==> config.mk <==
export PLATFORM = sky130hd
export DESIGN_NAME = mem_stage
export DESIGN_NICKNAME = d
export VERILOG_FILES = /design/src/rtl/mem_stage.sv
export SDC_FILE = /design/constraint.sdc
export NUM_CORES = 1
export LEC_CHECK = 0
export ABC_AREA = 1
export CORE_UTILIZATION = 36
export DETAILED_ROUTE_END_ITERATION = 10
export PLACE_DENSITY = 0.9
export SYNTH_ARGS = -nofsm -noshare
export SYNTH_HDL_FRONTEND = slang
export SYNTH_SLANG_ARGS = --single-unit
==> constraint.sdc <==
create_clock -name clk -period 3.8 [get_ports clk]
set_input_delay 0.76 -clock clk [delete_from_list [all_inputs] [get_ports clk]]
set_output_delay 0.76 -clock clk [all_outputs]
set_load 0.02 [all_outputs]
==> src/rtl/mem_stage.sv <==
// mem_stage: memory-access stage of the 16-bit pipeline (execute -> writeback).
// Runs data-memory reads/writes and external-bus reads over req/gnt/valid
// handshakes. It stalls upstream while an access is outstanding and registers
// the writeback/forward result.
// Optional feature macro: MEM_TIMEOUT_EN. It aborts an access that waits
// TIMEOUT_CYCLES in REQ/RESP/BUS and raises the sticky oMemErr.
module mem_stage #(
    parameter int unsigned TIMEOUT_CYCLES = 255
) (
    input  logic        clk,
    input  logic        rst_n,
    input  logic [15:0] iAluOut,
    input  logic [15:0] iData2,
    input  logic [3:0]  iDest,
    input  logic        iAlutoReg,
    input  logic        iMemtoReg,
    input  logic        iBustoReg,
    input  logic        iMemRead,
    input  logic        iMemWrite,
    output logic        oStall,
    output logic        oMemReq,
    output logic        oMemWe,
    output logic [15:0] oMemAddr,
    output logic [15:0] oMemWdata,
    input  logic        iMemGnt,
    input  logic        iMemRvalid,
    input  logic [15:0] iMemRdata,
    output logic        oBusReq,
    output logic [15:0] oBusAddr,
    input  logic        iBusValid,
    input  logic [15:0] iBusData,
    output logic [15:0] oWbData,
    output logic [3:0]  oWbDest,
    output logic        oWbEn,
    output logic        oMemErr
);

    typedef enum logic [1:0] {
        IDLE = 2'd0,
        REQ  = 2'd1,
        RESP = 2'd2,
        BUS  = 2'd3
    } stateT;

    stateT       state;
    stateT       nextState;
    logic [15:0] wbDataNext;
    logic        wbEnNext;
    logic        timeoutHit;
    logic        abortNow;
    logic        memRd;
    logic        memWr;
    logic        unusedMemtoReg;

    // The writeback source is fixed by the operation being retired, so the
    // memory-to-register select carries no extra information here.
    assign unusedMemtoReg = iMemtoReg;

    // A read outranks a write when both are set on one instruction.
    assign memRd = iMemRead;
    assign memWr = ~iMemRead & iMemWrite;

    assign oMemAddr  = iAluOut;
    assign oMemWdata = iData2;
    assign oBusAddr  = iAluOut;

`ifdef MEM_TIMEOUT_EN
    logic [7:0] timeoutCnt;

    assign timeoutHit = (timeoutCnt == 8'(TIMEOUT_CYCLES));

    // The wait counter restarts on entry to each waiting state and counts every cycle spent there.
    always_ff @(posedge clk or negedge rst_n) begin
        if (!rst_n) begin
            timeoutCnt <= 8'd0;
        end else if ((nextState != state) && (nextState != IDLE)) begin
            timeoutCnt <= 8'd0;
        end else if (state != IDLE) begin
            timeoutCnt <= timeoutCnt + 8'd1;
        end
    end

    // The error flag is sticky: once an access is aborted it stays set until reset.
    always_ff @(posedge clk or negedge rst_n) begin
        if (!rst_n) begin
            oMemErr <= 1'b0;
        end else if (abortNow) begin
            oMemErr <= 1'b1;
        end
    end
`else
    logic unusedTimeoutParam;

    assign unusedTimeoutParam = ^TIMEOUT_CYCLES;
    assign timeoutHit         = 1'b0;
    assign oMemErr            = 1'b0;
`endif

    // State register and writeback register. A stalled cycle inserts a bubble and holds the data.
    always_ff @(posedge clk or negedge rst_n) begin
        if (!rst_n) begin
            state   <= IDLE;
            oWbData <= 16'd0;
            oWbDest <= 4'd0;
            oWbEn   <= 1'b0;
        end else begin
            state <= nextState;
            if (oStall) begin
                oWbEn <= 1'b0;
            end else begin
                oWbData <= wbDataNext;
                oWbDest <= iDest;
                oWbEn   <= wbEnNext;
            end
        end
    end

    // Next-state, handshake and stall logic. Holding reset forces every request and the stall low.
    always_comb begin
        nextState  = state;
        oStall     = 1'b0;
        oMemReq    = 1'b0;
        oMemWe     = 1'b0;
        oBusReq    = 1'b0;
        wbDataNext = iAluOut;
        wbEnNext   = 1'b0;
        abortNow   = 1'b0;
        if (rst_n) begin
            case (state)
                IDLE: begin
                    if (memRd || memWr) begin
                        oMemReq = 1'b1;
                        oMemWe  = memWr;
                        if (!iMemGnt) begin
                            oStall    = 1'b1;
                            nextState = REQ;
                        end else if (memRd) begin
                            oStall    = 1'b1;
                            nextState = RESP;
                        end
                    end else if (iBustoReg) begin
                        oBusReq   = 1'b1;
                        oStall    = 1'b1;
                        nextState = BUS;
                    end else begin
                        wbEnNext = iAlutoReg;
                    end
                end
                REQ: begin
                    if (iMemGnt) begin
                        oMemReq = 1'b1;
                        oMemWe  = memWr;
                        if (memRd) begin
                            oStall    = 1'b1;
                            nextState = RESP;
                        end else begin
                            nextState = IDLE;
                        end
                    end else if (timeoutHit) begin
                        abortNow  = 1'b1;
                        nextState = IDLE;
                    end else begin
                        oMemReq = 1'b1;
                        oMemWe  = memWr;
                        oStall  = 1'b1;
                    end
                end
                RESP: begin
                    if (iMemRvalid) begin
                        wbDataNext = iMemRdata;
                        wbEnNext   = 1'b1;
                        nextState  = IDLE;
                    end else if (timeoutHit) begin
                        abortNow  = 1'b1;
                        nextState = IDLE;
                    end else begin
                        oStall = 1'b1;
                    end
                end
                BUS: begin
                    if (iBusValid) begin
                        oBusReq    = 1'b1;
                        wbDataNext = iBusData;
                        wbEnNext   = 1'b1;
                        nextState  = IDLE;
                    end else if (timeoutHit) begin
                        abortNow  = 1'b1;
                        nextState = IDLE;
                    end else begin
                        oBusReq = 1'b1;
                        oStall  = 1'b1;
                    end
                end
                default: nextState = IDLE;
            endcase
        end
    end

endmodule

* Word-level counts from Yosys, hierarchy flattened
Index checks and enable logic that the tools add are counted.
Storage, ports and cells: input bits 78, register bits after elaboration 23, logic and storage cells 54, output and inout bits 74
Cells by class: bitwise gates (word level) 2, reductions and logical operators 3, equality and inequality tests 8, mux-type cells 37
Operators by type and width (count):
- 2-to-1 mux 16 bit | 3
- one-hot mux 16 bit (2 select lines) | 1
- 2-to-1 mux 1 bit | 19
- 2-to-1 mux 2 bit | 8
- one-hot mux 2 bit (4 select lines) | 1
- != test 2 bit, second input constant | 3
- one-hot mux 1 bit (2 select lines) | 3
- AND reduction 6 bit | 1
- equality test 2 bit, second input constant | 2
- != test 4 bit, second input constant | 1
- one-hot mux 1 bit (4 select lines) | 1
- != test 3 bit, second input constant | 1
- one-hot mux 1 bit (3 select lines) | 1
- equality test 2 x 1 -> 1 bit, second input constant | 1
- logical NOT 2 bit | 1
- bitwise AND 1 bit | 1
- logical OR 1 bit | 1
- NOT 1 bit | 1

* Logic depth before layout (Yosys ltp)
Gate-level depths: netlist (run 1).
word-level depth 7, mapped depth 11, depth with buffers taken out 10

* Worst setup path before layout (run 1)
OpenSTA, ideal clock, no wires.
path type input port to output port, start input iMemRead, end output oBusReq, path buffers 0, stages 3, path slack 1.569 ns, arrival time 1.471 ns, data required time 3.040 ns, cell sequence nor2_2 a31oi_1 nor3_1
On the way: longest elaborated chain between the ends 6
RTL lines:
- from (decl) | RTL line 18 | input logic iMemRead,
- NOT 1 bit | RTL line 61 | assign memWr = ~iMemRead & iMemWrite;
- bitwise AND 1 bit | RTL line 61
- logical OR 1 bit (*) | RTL line 131 | if (memRd || memWr) begin
- 2-to-1 mux 1 bit (*) | RTL line 131
- one-hot mux 1 bit (2 select lines) (*) | RTL line 129 | case (state)
- 2-to-1 mux 1 bit (*) | RTL line 128 | if (rst_n) begin
- to (decl) | RTL line 28 | output logic oBusReq,
Mark *: on every way between the ends. The rest lies on a longest branch, timed or not.

* Final worst setup path (run 1)
start input iMemRvalid, end output oStall
On the way: longest elaborated chain between the ends 3
RTL lines:
- from (decl) | RTL line 26 | input logic iMemRvalid,
- 2-to-1 mux 1 bit | RTL line 169 | if (iMemRvalid) begin
- one-hot mux 1 bit (4 select lines) | RTL line 129
- 2-to-1 mux 1 bit | RTL line 128
- to (decl) | RTL line 20 | output logic oStall,
Every way passes these cells.

==> impl_metrics.yaml, run 1 <==
logic_synthesis:
  synth-seq-area-share_pct: 29.47
  syn_nets: 380
  ys_types: 19
  synth_area_um2: 1953
  syn_avg_cell_area_um2: 6.554
  yosysWarnings: 0
  yosys_register_bits: 23
  netlist_instances: 298
power:
  ir_drop_v: 0.0003528
  p_leak_nw: 1.406
  powerDensity_nw_per_um2: 559.0
drt:
  vias_per_cell: 4.500
  drt_pre_antenna_iters: 4
  wl_met1_um: 2144
  drt_iter0_markers: 59
  route.detailed.drc: 0
  vias: 1953
  route.met3.wl_um: 392
  drt-total-wl_um: 5184
  met2RoutedLength_um: 2638
  dr.max_layer_used: "met4"
  postRouteAntennaNets: 0
  routedWlPerCell_um: 11.94
min_path:
  hp-start: "oWbData[13]"
  hp-class: "flop to flop"
sta:
  min_period_over_period_pct: 87.35
  min_period_ns: 3.319
  setup_tns_ns: 0
  rsz0062_at_grt: "false"
  finalWorstSetupSlack_ns: 0.4809
  hold_viol: 0
  fin_skew_ns: 0.001114
  fmax_ghz: 0.3013
  setup_viol: 0
  slew_viol_final: 0
run_status:
  status: "finished clean"
worst_setup_path:
  max_stage_delay_ns: 0.54
  cp.arrival_ns: 2.56
  worst-path-max-fanout: 21
  endpoint_kind: "output pin"
  regToRegSetupSlack_ns: 2.03
  cp.required_ns: 3.04
  worst-path-buf-inv: 4
  rr_startpoint: "state[0]"
  critPathTopFamily: "buffers and inverters"
  startpoint: "iMemRvalid"
  critPathSlowestCell: "clkdlybuf4s50_1"
  path_class: "input port to output pin"
  critPathLaunchType: "input port"
  path_cells: "clkdlybuf4s50_1 -> inv_1 -> nand2_1 -> nand2_1 -> nor2_2 -> nand2_2 -> nand2_4 -> inv_1 -> clkdlybuf4s50_1"
grt:
  antenna_found_initial: 0
  grtUsageTotal_pct: 17.82
  grt_pass1_wl_um: 7886
  grt_start_max_net_pins: 24
  grt_pass1_vias: 1822
  overflow: 0
clock_tree:
  post_cts_buffers: 0
  cts_root_buf: "clkbuf_8"
  hold_buffers: 0
  cts_buffer_depth: 2
  cts_tree: "done"
  numCtsBuffers: 3
  path_clk_slew_ns: 0.07
  insertion_delay_ns: 0.25
  cts_resized: 0
  cts.sinks: 23
  h-tree-depth: 1
finish:
  drive_gt1_share_pct: 5.769
  n_antenna_cell: 0
  layout_common_cells: "nand2_1 (150), clkdlybuf4s50_1 (117), nand3_1 (24), dfrtp_1 (23)"
  area_delta_synth_final_pct: 45.42
  fin_util_pct: 54.91
  seqCellArea_um2: 575.6
  stdcell_area_um2: 2840
  multi_input_area_um2: 882.1
  fill_cells: 494
  final_common_cell: "nand2_1"
  final_net_count: 447
placed_design:
  dp_slack_ns: 0.4860
  place.gp.congestion: 0.8408
  post-dp-hpwl_um: 4081
  placed_area_um2: 2795
  port_buffers: 117
job:
  maxCapViolations: 0
floorplan:
  boundaryPins: 152
  coreArea_um2: 5172
  die_w_um: 75.66
  placementRows: 26
  die_y_um: 75.66
  start_util_pct: 37.76
  dieArea_um2: 5724
==> report_power, final <==
part	leakage, nW	internal (mW)	switching [mW]
registers	0.282	0.357	0.0670
clock network	0.0228	0.0745	0.0700
logic	1.10	0.424	0.595
total	1.41	0.856	0.732
==> worst paths after layout <==
path	to	depth (start not counted)
setup reg to reg	state[1]	11
min in group asynchronous	oWbData[1]	2
hold reg to reg	oWbData[13]	2
hold / removal	oWbData[13]	2
max in group asynchronous	oWbData[12]	2
setup / recovery	oStall	9
==> final cells by class <==
class	instances	share of cell area (%)
Clock buffer	4	1.586
Inverter	13	1.718
Multi-Input combinational cell	203	31.06
Sequential cell	23	20.26
Tap cell	70	3.084
Timing Repair Buffer	121	42.29
==> state kept, by name, indices dropped and copies added, names as in the netlist <==
name     flops
oWbEn        1
oWbDest      4
state        2
oWbData     16
==> metrics by stage <==
step,power (mW),instances,hold slack (ns)
finish,1.588,434,0.5117
detailed placement,1.449,430,0.4953
CTS,1.600,434,0.5179
floorplan,1.070,298,0.4644
global route,1.708,434,0.5432
global placement,1.424,430,0.4938
==> cells in the mapped netlist <==
master | n | area (µm²)
a211oi_1 | 1 | 7.510
a21oi_1 | 2 | 10.01
a31oi_1 | 1 | 6.260
buf_2 | 3 | 15.01
buf_4 | 53 | 397.9
buf_6 | 3 | 33.78
conb_1 | 1 | 3.750
dfrtp_1 | 23 | 575.6
ha_1 | 4 | 50.05
inv_1 | 9 | 33.78
inv_2 | 4 | 15.01
nand2_1 | 150 | 563.0
nand2_2 | 2 | 12.51
nand2_4 | 2 | 22.52
nand3_1 | 24 | 120.1
nor2_1 | 9 | 33.78
nor2_2 | 4 | 25.02
nor2_4 | 2 | 22.52
nor3_1 | 1 | 5.000
==> tightest hold or removal path, delay by kind of cell, from the launching register on <==
| family | cells | cell delay (ns) |
|---|---|---|
| flops | 1 | 0.34 |
| simple gates | 2 | 0.14 |
==> per-layer routing <==
layer,up-vias,track usage [%]
met2,78,34.92
met4,0,3.909
met5,-,0
met1,878,20.07
met3,2,2.910
li1,995,-
==> cell families (layout without fill, tap and decap cells) <==
logic type	Yosys count	count (layout)	share of synthesized area, %
flip-flops	23	23	29.47
buffers and inverters	72	138	25.37
other	1	1	0.1920
adder cells (fa/ha/maj)	4	4	2.563
AND/OR/NAND/NOR	194	194	41.19
AO/OA/AOI/OAI	4	4	1.218
No activity file was read; power rests on OpenSTA's default activity.
==> run 2, diff against run 1 <==
CORE_MARGIN = 3   (was not set)
RECOVER_POWER = 25   (was not set)
==> run 2 against run 1 <==
Sequential share of layout area grew 0.054 points. Non-clock buffer count down 1. Register-to-register slack lost 0.02 ns. Clock skew grew 0.0041 ns. First-iteration DRC count is 10% higher. Highest routed layer unchanged.
==> impl_metrics.yaml, run 2 (synthesis gave the netlist of run 1 again) <==
sta:
  whs_ns: 0.5140
  fin_skew_ns: 0.005246
  rsz0062_at_grt: "false"
  relSlewSlack_pct: 17.00
  min_period_ns: 3.345
  hold_viol: 0
  setup_viol: 0
  slew_viol_final: 0
  min_period_over_period_pct: 88.03
  worst_slew_pin_slew_ns: 1.245
  setup_tns_ns: 0
  fmax_ghz: 0.2989
grt:
  grt_pass1_wl_um: 9142
  antenna_found_initial: 0
  overflow: 0
  grt_pass1_vias: 1954
  grtUsageTotal_pct: 17.62
  grt_start_max_net_pins: 24
worst_setup_path:
  critPathTopFamily: "buffers and inverters"
  critPathLaunchType: "input port"
  cp.arrival_ns: 2.59
  path_cells: "clkdlybuf4s50_1 -> inv_1 -> nand2_1 -> nand2_1 -> nor2_2 -> nand2_2 -> nand2_4 -> inv_1 -> clkdlybuf4s50_1"
  critPathSlowestCell: "clkdlybuf4s50_1"
  reg2regPathDepth: 9
  path_class: "input port to output pin"
  worst-path-max-fanout: 21
  startpoint: "iMemRvalid"
  worst-path-buf-inv: 4
  cp.required_ns: 3.04
  rr_startpoint: "state[0]"
  rr_endpoint: "oWbData[10]"
  max_stage_delay_ns: 0.55
  endpoint: "oStall"
  cp.depth: 9
  regToRegSetupSlack_ns: 2.01
  endpoint_kind: "output pin"
finish:
  stdcell_count: 433
  layout_common_cells: "nand2_1 (150), clkdlybuf4s50_1 (116), nand3_1 (24), dfrtp_1 (23)"
  largest_reg_flops: 16
  n_antenna_cell: 0
  fill_cells: 493
  area_delta_synth_final_pct: 45.04
  reg_top3: "oWbData (16), oWbDest (4), state (2)"
  stdcell_area_um2: 2833
  seqCellArea_um2: 575.6
  final_common_cell: "nand2_1"
  fin_util_pct: 54.77
  top_register: "oWbData"
  multi_input_area_um2: 882.1
  drive_gt1_share_pct: 5.510
  final_net_count: 446
clock_tree:
  cts.sinks: 23
  insertion_delay_ns: 0.26
  post_cts_buffers: 0
  numCtsBuffers: 3
  cts_tree: "done"
  cts_buffer_depth: 2
  h-tree-depth: 1
  hold_buffers: 0
  cts_resized: 0
  path_clk_slew_ns: 0.08
  cts_root_buf: "clkbuf_8"
drt:
  drt_pre_antenna_iters: 4
  route.detailed.drc: 0
  drt_iter0_markers: 65
  routedWlPerCell_um: 13.04
  drt-total-wl_um: 5646
  vias: 1974
  postRouteAntennaNets: 0
  vias_per_cell: 4.559
power:
  switching_power_uw: 742.8
  seqPwrFrac_pct: 26.8
  power.internal_uw: 852.5
  ir_drop_v: 0.0003257
  p_comb_share_pct: 63.7
  p_clk_share_pct: 9.5
  netSwitchingFraction_pct: 46.56
  p_leak_nw: 1.397
  powerDensity_nw_per_um2: 563.1
placed_design:
  port_buffers: 117
  placed_area_um2: 2788
  place.gp.congestion: 0.8162
  dp.cells: 429
  post-dp-hpwl_um: 4438
run_status:
  status: "finished clean"
floorplan:
  start_util_pct: 37.76
  die_w_um: 79.66
  coreArea_um2: 5172
  die_y_um: 79.66
  placementRows: 26
  dieArea_um2: 6345
  boundaryPins: 152
min_path:
  hp-start: "oWbDest[3]"
  hp-class: "flop to flop"
job:
  maxCapViolations: 0
run 2: how the worst min path moves through the flow:
stage	endpoint	slack [ns]	cells past startpoint
after floorplan	oWbData[0]	0.46	0
after CTS	oWbDest[3]	0.52	2
after detailed placement	oWbDest[2]	0.50	2
after global placement	oWbData[9]	0.49	2
after global routing	oWbData[9]	0.55	2
final	oWbDest[3]	0.51	2
run 2: worst reg2reg max path, delay by kind of cell, from the launching register on:
family / cells / cell delay (ns)
and+or+nand+nor: 7 / 0.95
DFF: 1 / 0.43
adders and majority gates: 1 / 0.20
buffers and inverters: 1 / 0.10
run 2: per-layer routing:
layer | global-route usage, % | up-vias | routed length [µm] | share of wire [%]
met2 | 33.64 | 101 | 2905 | 51
met1 | 20.35 | 873 | 2200 | 39
li1 | - | 992 | - | -
met5 | 0 | - | 0 | 0
met3 | 2.144 | 8 | 479 | 8.5
met4 | 4.811 | 0 | 60 | 1.1
run 2: power groups by stage:
stage          combinational (mW)  sequential (mW)  clock (mW)
2_1_floorplan               0.518            0.552           0
3_3_place_gp                0.998            0.427           0
3_5_place_dp                 1.02            0.432           0
4_1_cts                      1.03            0.429       0.161
5_1_grt                      1.11            0.445       0.168
6_report                     1.02            0.428       0.152
run 2: final cells by class:
| class | instances | area share [%] |
|---|---|---|
| clock buffer | 3 | 1.458 |
| clock inverter | 1 | 0.2650 |
| inverter | 13 | 1.723 |
| multi-input combinational | 203 | 31.14 |
| sequential | 23 | 20.32 |
| tap | 70 | 3.092 |
| timing repair buffer | 120 | 42.01 |
run 2: per-stage QoR:
stage	setup slack (ns)	power [mW]
floorplan	1.569	1.070
global placement	0.5065	1.425
detailed placement	0.4595	1.453
CTS	0.4515	1.616
global route	0.3430	1.725
finish	0.4547	1.595
